**config.mk**
```make
export PLATFORM = sky130hd
export DESIGN_NAME = burst_write_sequencer_flat
export DESIGN_NICKNAME = d
export VERILOG_FILES = /design/src/rtl/burst_write_sequencer_if.sv /design/src/rtl/burst_write_sequencer.sv /design/src/flat_wrapper.sv
export SDC_FILE = /design/constraint.sdc
export NUM_CORES = 1
export LEC_CHECK = 0
export ABC_AREA = 1
export BUFFER_PORTS_ARGS = -buffer_cell sky130_fd_sc_hd__buf_2
export CAP_MARGIN = 30
export CORE_UTILIZATION = 55
export CTS_CLUSTER_DIAMETER = 100
export DETAILED_ROUTE_END_ITERATION = 16
export PLACE_DENSITY = 0.83
export SLEW_MARGIN = 20
export SYNTH_ARGS = -nofsm -noshare
export SYNTH_HDL_FRONTEND = slang
export SYNTH_SLANG_ARGS = --single-unit
export TNS_END_PERCENT = 10
```
**constraint.sdc**
```tcl
create_clock -name ap_clk -period 6.85 [get_ports ap_clk]
set_input_delay 0.3425 -clock ap_clk [delete_from_list [all_inputs] [get_ports ap_clk]]
set_output_delay 0.3425 -clock ap_clk [all_outputs]
set_load 0.02 [all_outputs]
```
**src/rtl/burst_write_sequencer_if.sv**
```systemverilog
// AXI4 write-channel bundle (AW, W, B) between the burst sequencer and the memory side.
interface burst_write_sequencer_if #(
    parameter int unsigned ADDR_W = 64,
    parameter int unsigned DATA_W = 32
);
    logic                  m_awvalid;
    logic                  m_awready;
    logic [ADDR_W-1:0]     m_awaddr;
    logic [7:0]            m_awlen;
    logic                  m_wvalid;
    logic                  m_wready;
    logic [DATA_W-1:0]     m_wdata;
    logic [DATA_W/8-1:0]   m_wstrb;
    logic                  m_wlast;
    logic                  m_bvalid;
    logic                  m_bready;
    logic [1:0]            m_bresp;

    modport master (
        output m_awvalid, m_awaddr, m_awlen,
        output m_wvalid, m_wdata, m_wstrb, m_wlast,
        output m_bready,
        input  m_awready, m_wready, m_bvalid, m_bresp
    );

    modport slave (
        input  m_awvalid, m_awaddr, m_awlen,
        input  m_wvalid, m_wdata, m_wstrb, m_wlast,
        input  m_bready,
        output m_awready, m_wready, m_bvalid, m_bresp
    );
endinterface

```
**src/rtl/burst_write_sequencer.sv**
```systemverilog
// Pops a beat count, then drains that many data-FIFO words onto AXI4 as bursts of at most
// MAX_BURST beats that never cross 4 KB; completion is reported with ap_ctrl_hs.
module burst_write_sequencer #(
    parameter int unsigned ADDR_W          = 64,
    parameter int unsigned DATA_W          = 32,
    parameter int unsigned LEN_W           = 32,
    parameter int unsigned MAX_BURST       = 16,
    parameter int unsigned MAX_OUTSTANDING = 4
) (
    input  logic                 ap_clk,
    input  logic                 ap_rst,
    input  logic                 ap_start,
    output logic                 ap_done,
    output logic                 ap_ready,
    output logic                 ap_idle,
    input  logic [ADDR_W-1:0]    base_addr,
    input  logic [LEN_W-1:0]     count_dout,
    input  logic                 count_empty_n,
    output logic                 count_read,
    input  logic [DATA_W-1:0]    buf_dout,
    input  logic                 buf_empty_n,
    output logic                 buf_read,
    output logic                 err,
    burst_write_sequencer_if.master axi
);

    localparam int unsigned BYTES_PER_BEAT = DATA_W / 8;
    localparam int unsigned ADDR_LSB       = $clog2(BYTES_PER_BEAT);
    localparam int unsigned OUT_W          = $clog2(MAX_OUTSTANDING + 1);

    typedef enum logic [2:0] {
        S_IDLE,
        S_GET_CNT,
        S_ISSUE_AW,
        S_DATA,
        S_WAIT_B,
        S_DONE
    } state_e;

    state_e              state_q, state_d;
    logic [ADDR_W-1:0]   addr_q, addr_d;
    logic [LEN_W-1:0]    remaining_q, remaining_d;
    logic [8:0]          blen_q, blen_d;
    logic [8:0]          beat_q, beat_d;
    logic [OUT_W-1:0]    outstanding_q, outstanding_d;
    logic                err_q, err_d;

    logic                live;
    logic [ADDR_W-1:0]   base_aligned;
    logic [12:0]         page_beats;
    logic [12:0]         burst_cap;
    logic [8:0]          blen_c;
    logic                awvalid_c, wvalid_c, wlast_c;
    logic                count_read_c, buf_read_c, done_c;
    logic                aw_fire, w_fire, b_fire;

    // Every output is forced low while reset is asserted, including the B ready.
    assign live         = ~ap_rst;
    assign base_aligned = base_addr & ~ADDR_W'(BYTES_PER_BEAT - 1);

    // Burst length: smallest of remaining beats, MAX_BURST and beats left in the 4 KB page.
    always_comb begin
        page_beats = (13'd4096 - {1'b0, addr_q[11:0]}) >> ADDR_LSB;
        burst_cap  = (page_beats < 13'(MAX_BURST)) ? page_beats : 13'(MAX_BURST);
        blen_c     = (remaining_q < LEN_W'(burst_cap)) ? 9'(remaining_q) : 9'(burst_cap);
    end

    always_comb begin
        state_d       = state_q;
        addr_d        = addr_q;
        remaining_d   = remaining_q;
        blen_d        = blen_q;
        beat_d        = beat_q;
        err_d         = err_q;
        outstanding_d = outstanding_q;
        awvalid_c     = 1'b0;
        wvalid_c      = 1'b0;
        wlast_c       = 1'b0;
        count_read_c  = 1'b0;
        buf_read_c    = 1'b0;
        done_c        = 1'b0;
        aw_fire       = 1'b0;
        w_fire        = 1'b0;
        b_fire        = axi.m_bvalid && (state_q != S_IDLE);

        unique case (state_q)
            S_IDLE: begin
                if (ap_start) begin
                    addr_d  = base_aligned;
                    err_d   = 1'b0;
                    state_d = S_GET_CNT;
                end
            end
            S_GET_CNT: begin
                count_read_c = count_empty_n;
                if (count_empty_n) begin
                    remaining_d = count_dout;
                    state_d     = (count_dout == '0) ? S_WAIT_B : S_ISSUE_AW;
                end
            end
            S_ISSUE_AW: begin
                awvalid_c = (outstanding_q != OUT_W'(MAX_OUTSTANDING));
                aw_fire   = awvalid_c && axi.m_awready;
                if (aw_fire) begin
                    addr_d      = addr_q + (ADDR_W'(blen_c) << ADDR_LSB);
                    remaining_d = remaining_q - LEN_W'(blen_c);
                    blen_d      = blen_c;
                    beat_d      = '0;
                    state_d     = S_DATA;
                end
            end
            S_DATA: begin
                wvalid_c   = buf_empty_n;
                wlast_c    = (beat_q == blen_q - 9'd1);
                w_fire     = wvalid_c && axi.m_wready;
                buf_read_c = w_fire;
                if (w_fire) begin
                    beat_d = beat_q + 9'd1;
                    if (wlast_c) begin
                        state_d = (remaining_q != '0) ? S_ISSUE_AW : S_WAIT_B;
                    end
                end
            end
            S_WAIT_B: begin
                if (outstanding_q == '0) begin
                    state_d = S_DONE;
                end
            end
            S_DONE: begin
                done_c  = 1'b1;
                state_d = S_IDLE;
            end
            default: state_d = S_IDLE;
        endcase

        if (b_fire && (axi.m_bresp != 2'b00)) begin
            err_d = 1'b1;
        end

        // A simultaneous AW handshake and B response cancel out.
        if (aw_fire && !b_fire) begin
            outstanding_d = outstanding_q + 1'b1;
        end else if (b_fire && !aw_fire) begin
            outstanding_d = outstanding_q - 1'b1;
        end
    end

    always_ff @(posedge ap_clk) begin
        if (ap_rst) begin
            state_q       <= S_IDLE;
            addr_q        <= '0;
            remaining_q   <= '0;
            blen_q        <= '0;
            beat_q        <= '0;
            outstanding_q <= '0;
            err_q         <= 1'b0;
        end else begin
            state_q       <= state_d;
            addr_q        <= addr_d;
            remaining_q   <= remaining_d;
            blen_q        <= blen_d;
            beat_q        <= beat_d;
            outstanding_q <= outstanding_d;
            err_q         <= err_d;
        end
    end

    assign ap_done    = live & done_c;
    assign ap_ready   = live & done_c;
    assign ap_idle    = live & (state_q == S_IDLE);
    assign count_read = live & count_read_c;
    assign buf_read   = live & buf_read_c;
    assign err        = live & err_q;

    assign axi.m_awvalid = live & awvalid_c;
    assign axi.m_awaddr  = (live && state_q == S_ISSUE_AW) ? addr_q : '0;
    assign axi.m_awlen   = (live && state_q == S_ISSUE_AW) ? 8'(blen_c - 9'd1) : '0;
    assign axi.m_wvalid  = live & wvalid_c;
    assign axi.m_wdata   = live ? buf_dout : '0;
    assign axi.m_wstrb   = {(DATA_W/8){live}};
    assign axi.m_wlast   = live & wlast_c;
    assign axi.m_bready  = live;

endmodule
```
**src/flat_wrapper.sv**
```systemverilog
// flat-port wrapper written by rule: the top's interface ports become plain ports
module burst_write_sequencer_flat 
#(
    parameter int unsigned ADDR_W          = 64,
    parameter int unsigned DATA_W          = 32,
    parameter int unsigned LEN_W           = 32,
    parameter int unsigned MAX_BURST       = 16,
    parameter int unsigned MAX_OUTSTANDING = 4
)
  (ap_clk, ap_rst, ap_start, ap_done, ap_ready, ap_idle, base_addr, count_dout, count_empty_n, count_read, buf_dout, buf_empty_n, buf_read, err, axi_m_awvalid, axi_m_awaddr, axi_m_awlen, axi_m_wvalid, axi_m_wdata, axi_m_wstrb, axi_m_wlast, axi_m_bready, axi_m_awready, axi_m_wready, axi_m_bvalid, axi_m_bresp);
  burst_write_sequencer_if #(.ADDR_W(ADDR_W), .DATA_W(DATA_W)) axi_i ();
  input  logic ap_clk;
  input  logic ap_rst;
  input  logic ap_start;
  output logic ap_done;
  output logic ap_ready;
  output logic ap_idle;
  input  logic [ADDR_W-1:0] base_addr;
  input  logic [LEN_W-1:0] count_dout;
  input  logic count_empty_n;
  output logic count_read;
  input  logic [DATA_W-1:0] buf_dout;
  input  logic buf_empty_n;
  output logic buf_read;
  output logic err;
  output wire logic [$bits(axi_i.m_awvalid)-1:0] axi_m_awvalid;
  output wire logic [$bits(axi_i.m_awaddr)-1:0] axi_m_awaddr;
  output wire logic [$bits(axi_i.m_awlen)-1:0] axi_m_awlen;
  output wire logic [$bits(axi_i.m_wvalid)-1:0] axi_m_wvalid;
  output wire logic [$bits(axi_i.m_wdata)-1:0] axi_m_wdata;
  output wire logic [$bits(axi_i.m_wstrb)-1:0] axi_m_wstrb;
  output wire logic [$bits(axi_i.m_wlast)-1:0] axi_m_wlast;
  output wire logic [$bits(axi_i.m_bready)-1:0] axi_m_bready;
  input wire logic [$bits(axi_i.m_awready)-1:0] axi_m_awready;
  input wire logic [$bits(axi_i.m_wready)-1:0] axi_m_wready;
  input wire logic [$bits(axi_i.m_bvalid)-1:0] axi_m_bvalid;
  input wire logic [$bits(axi_i.m_bresp)-1:0] axi_m_bresp;
  assign axi_m_awvalid = axi_i.m_awvalid;
  assign axi_m_awaddr = axi_i.m_awaddr;
  assign axi_m_awlen = axi_i.m_awlen;
  assign axi_m_wvalid = axi_i.m_wvalid;
  assign axi_m_wdata = axi_i.m_wdata;
  assign axi_m_wstrb = axi_i.m_wstrb;
  assign axi_m_wlast = axi_i.m_wlast;
  assign axi_m_bready = axi_i.m_bready;
  assign axi_i.m_awready = axi_m_awready;
  assign axi_i.m_wready = axi_m_wready;
  assign axi_i.m_bvalid = axi_m_bvalid;
  assign axi_i.m_bresp = axi_m_bresp;
  burst_write_sequencer #(.ADDR_W(ADDR_W), .DATA_W(DATA_W), .LEN_W(LEN_W), .MAX_BURST(MAX_BURST), .MAX_OUTSTANDING(MAX_OUTSTANDING)) u_core (.ap_clk(ap_clk), .ap_rst(ap_rst), .ap_start(ap_start), .ap_done(ap_done), .ap_ready(ap_ready), .ap_idle(ap_idle), .base_addr(base_addr), .count_dout(count_dout), .count_empty_n(count_empty_n), .count_read(count_read), .buf_dout(buf_dout), .buf_empty_n(buf_empty_n), .buf_read(buf_read), .err(err), .axi(axi_i));
endmodule
```
==> flow_metrics.py <==
metrics = {
    "status": {
        "status": "finished clean",
    },
    "detailed_routing": {
        "viasPerCell": 5.64,
        "vias": 11800,
        "drt_wl_total_um": 32700,
        "drtIter0Drc": 949,
        "drc": 0,
        "dr.pass1.iters": 6,
        "avgRoutedWirePerCell_um": 15.6,
        "ant_nets": 0,
    },
    "yosys": {
        "synth_edf_count": 0,
        "yosys-top-cells-area": "dfxtp_1 (24%), nand2_1 (12%), inv_1 (9.5%), nor2_1 (8.6%), a21oi_1 (7.1%)",
        "yosysUniqueCellTypes": 52,
        "ys_seq_elements": 119,
        "yosysTopAreaCellShare": 0.241,
        "netlist_area_mm2": 0.00987,
        "synth_flop_cell": "dfxtp_1",
        "syn_inst": 1650,
        "async_reset_ff_frac": 0,
        "yosysSeqAreaShare": 0.241,
        "yosysTopAreaCell": "dfxtp_1",
        "synth.avg_cell_area_um2": 5.98,
        "synth-warning-count": 0,
    },
    "timing": {
        "timing.final.crit_period_ns": 6.19,
        "worstMarginPinSlew_ns": 0.892,
        "finalHoldViolCount": 0,
        "final_max_slew_viol_count": 0,
        "rsz0062_at_grt": "no",
        "final-setup-viol-count": 0,
        "relSlewSlack": 0.405,
        "skew_ns": 0.0104,
        "fin_crit_sh": 0.904,
        "finalSetupTns_ns": 0,
        "max_clock_freq_ghz": 0.162,
    },
    "final_layout": {
        "instances_no_fill": 2099,
        "utilization": 0.678,
        "fillers": 1643,
        "drive_gt1_frac": 0.181,
        "final_nets": 2025,
        "area_growth_pct": 19.8,
        "design_area_mm2": 0.0118,
    },
    "worst_hold_path": {
        "hold_path.startpoint": "count_dout[6]",
        "min_path_type": "in -> reg",
    },
    "power": {
        "p_per_area_mw_per_mm2": 398,
        "p_leak_nw": 5.55,
        "total_power_mw": 4.71,
        "peakVddDrop_mv": 0.238,
    },
    "clock_network": {
        "clockRootBuffer": "clkbuf_16",
        "cts_buffers": 17,
        "path_clk_slew_ns": 0.06,
        "clkLatencyLatePin_ns": 0.43,
        "cts_sinks": 119,
        "cts_hold_buffers": 0,
        "htreeDepth": 4,
        "clock_path_buffers": 2,
        "cts_tree": "built",
        "cts_setup_buffers": 0,
        "post_cts_resized": 0,
    },
    "placement": {
        "gp_congestion": 0.963,
        "io_buffers": 251,
        "place_inst": 2066,
        "hpwl_um": 24000,
        "placed_area_mm2": 0.0112,
    },
    "grt": {
        "grt_pass1_vias": 10500,
        "antenna_found_initial": 0,
        "use_met2": 0.588,
        "busiest_layer": "met2",
        "grt_start_max_net_pins": 77,
        "met3_usage": 0.0418,
        "grt.overflow.total": 0,
        "track_usage": 0.350,
        "grtUsageMet1": 0.440,
        "grt_pass1_wl_um": 51200,
    },
    "worst_setup_path": {
        "worstSetupPathType": "reg -> reg",
        "path_common_cell": "nand2_1",
        "crit_path_start": "u_core.addr_q[3]",
        "max_stage_delay_ns": 0.50,
        "r2r_start": "u_core.addr_q[3]",
        "end_kind": "flop",
        "cp_top_family": "simple AND/OR/NAND/NOR gates",
        "crit_arrival_ns": 6.50,
        "path_buf_inv": 6,
        "ff2ff_setup_slack_ns": 0.66,
        "path_max_fanout": 27,
        "required_ns": 7.16,
        "start_kind": "flop",
        "slowest_stage": "o21ai_1",
    },
    "floorplanning": {
        "core_mm2": 0.0174,
        "die_h_um": 136,
        "rows": 48,
        "ios": 256,
        "dieArea_mm2": 0.0185,
        "dieWidth_um": 136,
        "initial_core_util": 0.567,
    },
    "flow_run": {
        "maxCapViolations": 0,
    },
}
[report_power, final]
part / switching (mW) / leakage, nW / internal [mW] / total (mW)
sequential: 0.225 / 0.977 / 0.908 / 1.13
combinational: 1.82 / 4.28 / 0.825 / 2.65
clock: 0.361 / 0.289 / 0.569 / 0.930
total: 2.41 / 5.55 / 2.30 / 4.71
[synthesized netlist by cell type (4+ instances only)]
cell type  number
ha_1           25
inv_1         250
a31oi_1         9
clkbuf_1       59
nor2_2         11
inv_2           9
or2_2           5
nand4_1        29
nand2_2         4
o21a_1          5
nor3_1         52
nor4_1         39
buf_1           5
nand3_1        89
o21ai_0        97
nand2_1       308
nor3_2          5
buf_4           7
xor2_1         42
xnor2_1        11
nor2_1        226
o211ai_1       13
a211oi_1        6
o21bai_1       17
nand3b_1        4
nor3b_1         4
a221oi_1       22
a21oi_1       139
o21ai_1         7
dfxtp_1       119
[cells by family (layout without fill, tap and decap cells)]
kind of cell,Yosys count,after routing,share of synthesized area
flip-flops,119,119,0.241
AO/OA/AOI/OAI,327,327,0.191
buffers and inverters,334,551,0.131
XOR/XNOR,53,53,0.0470
AND/OR/NAND/NOR,788,788,0.353
adder cells (fa/ha/maj),27,27,0.0358
other,2,9,0.000761
[stage by stage]
| stage | setup WS [ns] | hold slack, ns |
|---|---|---|
| 6_report | 0.658 | 0.204 |
| 2_1_floorplan | 1.91 | 0.445 |
| 4_1_cts | 0.790 | 0.199 |
| 5_1_grt | 0.0760 | 0.220 |
| 3_5_place_dp | 0.847 | 0.460 |
| 3_3_place_gp | 0.980 | 0.452 |
[final timing paths]
path                                end  cells after the start
setup / recovery      u_core.addr_q[54]                     36
hold / removal    u_core.remaining_q[6]                      3
hold reg to reg       u_core.addr_q[61]                      2
setup reg to reg      u_core.addr_q[54]                     36
[worst min-delay path: cells and delay by family]
kind	cells	cell delay, ns
compound gates	2	0.17
buf+inv	1	0.09
[final cells by class]
cell class	instances	area (µm²)	area share
multi-input cells	1203	6220	0.526
flip-flops and latches	119	2380	0.202
repair buffers	260	1350	0.114
inverters	259	972	0.0823
clock buffers	20	467	0.0395
well taps	225	282	0.0238
clock inverters	12	144	0.0122
diodes	1	2.50	0.000212
[placed cells by master, fill, tap and decap left out, types with 7 or more instances in the layout]
| cell type | n |
|---|---|
| nand4_1 | 29 |
| nor4_1 | 39 |
| dfxtp_1 | 119 |
| nand2_1 | 306 |
| buf_4 | 9 |
| inv_2 | 9 |
| nand3_1 | 89 |
| a21oi_1 | 139 |
| o21bai_1 | 17 |
| xnor2_1 | 11 |
| o211ai_1 | 13 |
| clkbuf_16 | 17 |
| nor3_1 | 52 |
| nor2_2 | 11 |
| a31oi_1 | 9 |
| nor2_1 | 226 |
| ha_1 | 25 |
| o21ai_1 | 7 |
| inv_1 | 250 |
| xor2_1 | 42 |
| a221oi_1 | 22 |
| conb_1 | 8 |
| o21ai_0 | 97 |
| buf_2 | 250 |
[metal layers]
metal / vias up / share of wire
met5: - / 0
met4: 0 / 0.043
met3: 101 / 0.074
met2: 586 / 0.47
met1: 5334 / 0.42
li1: 5827 / -
[state kept, by name, summed over array words and instances, names as in the netlist]
name	flops
u_core.addr_q	62
u_core.remaining_q	32
u_core.beat_q	9
u_core.blen_q	9
u_core.outstanding_q	3
u_core.state_q	3
u_core.err_q	1
Note: power is estimated with default switching activity, not from simulation.
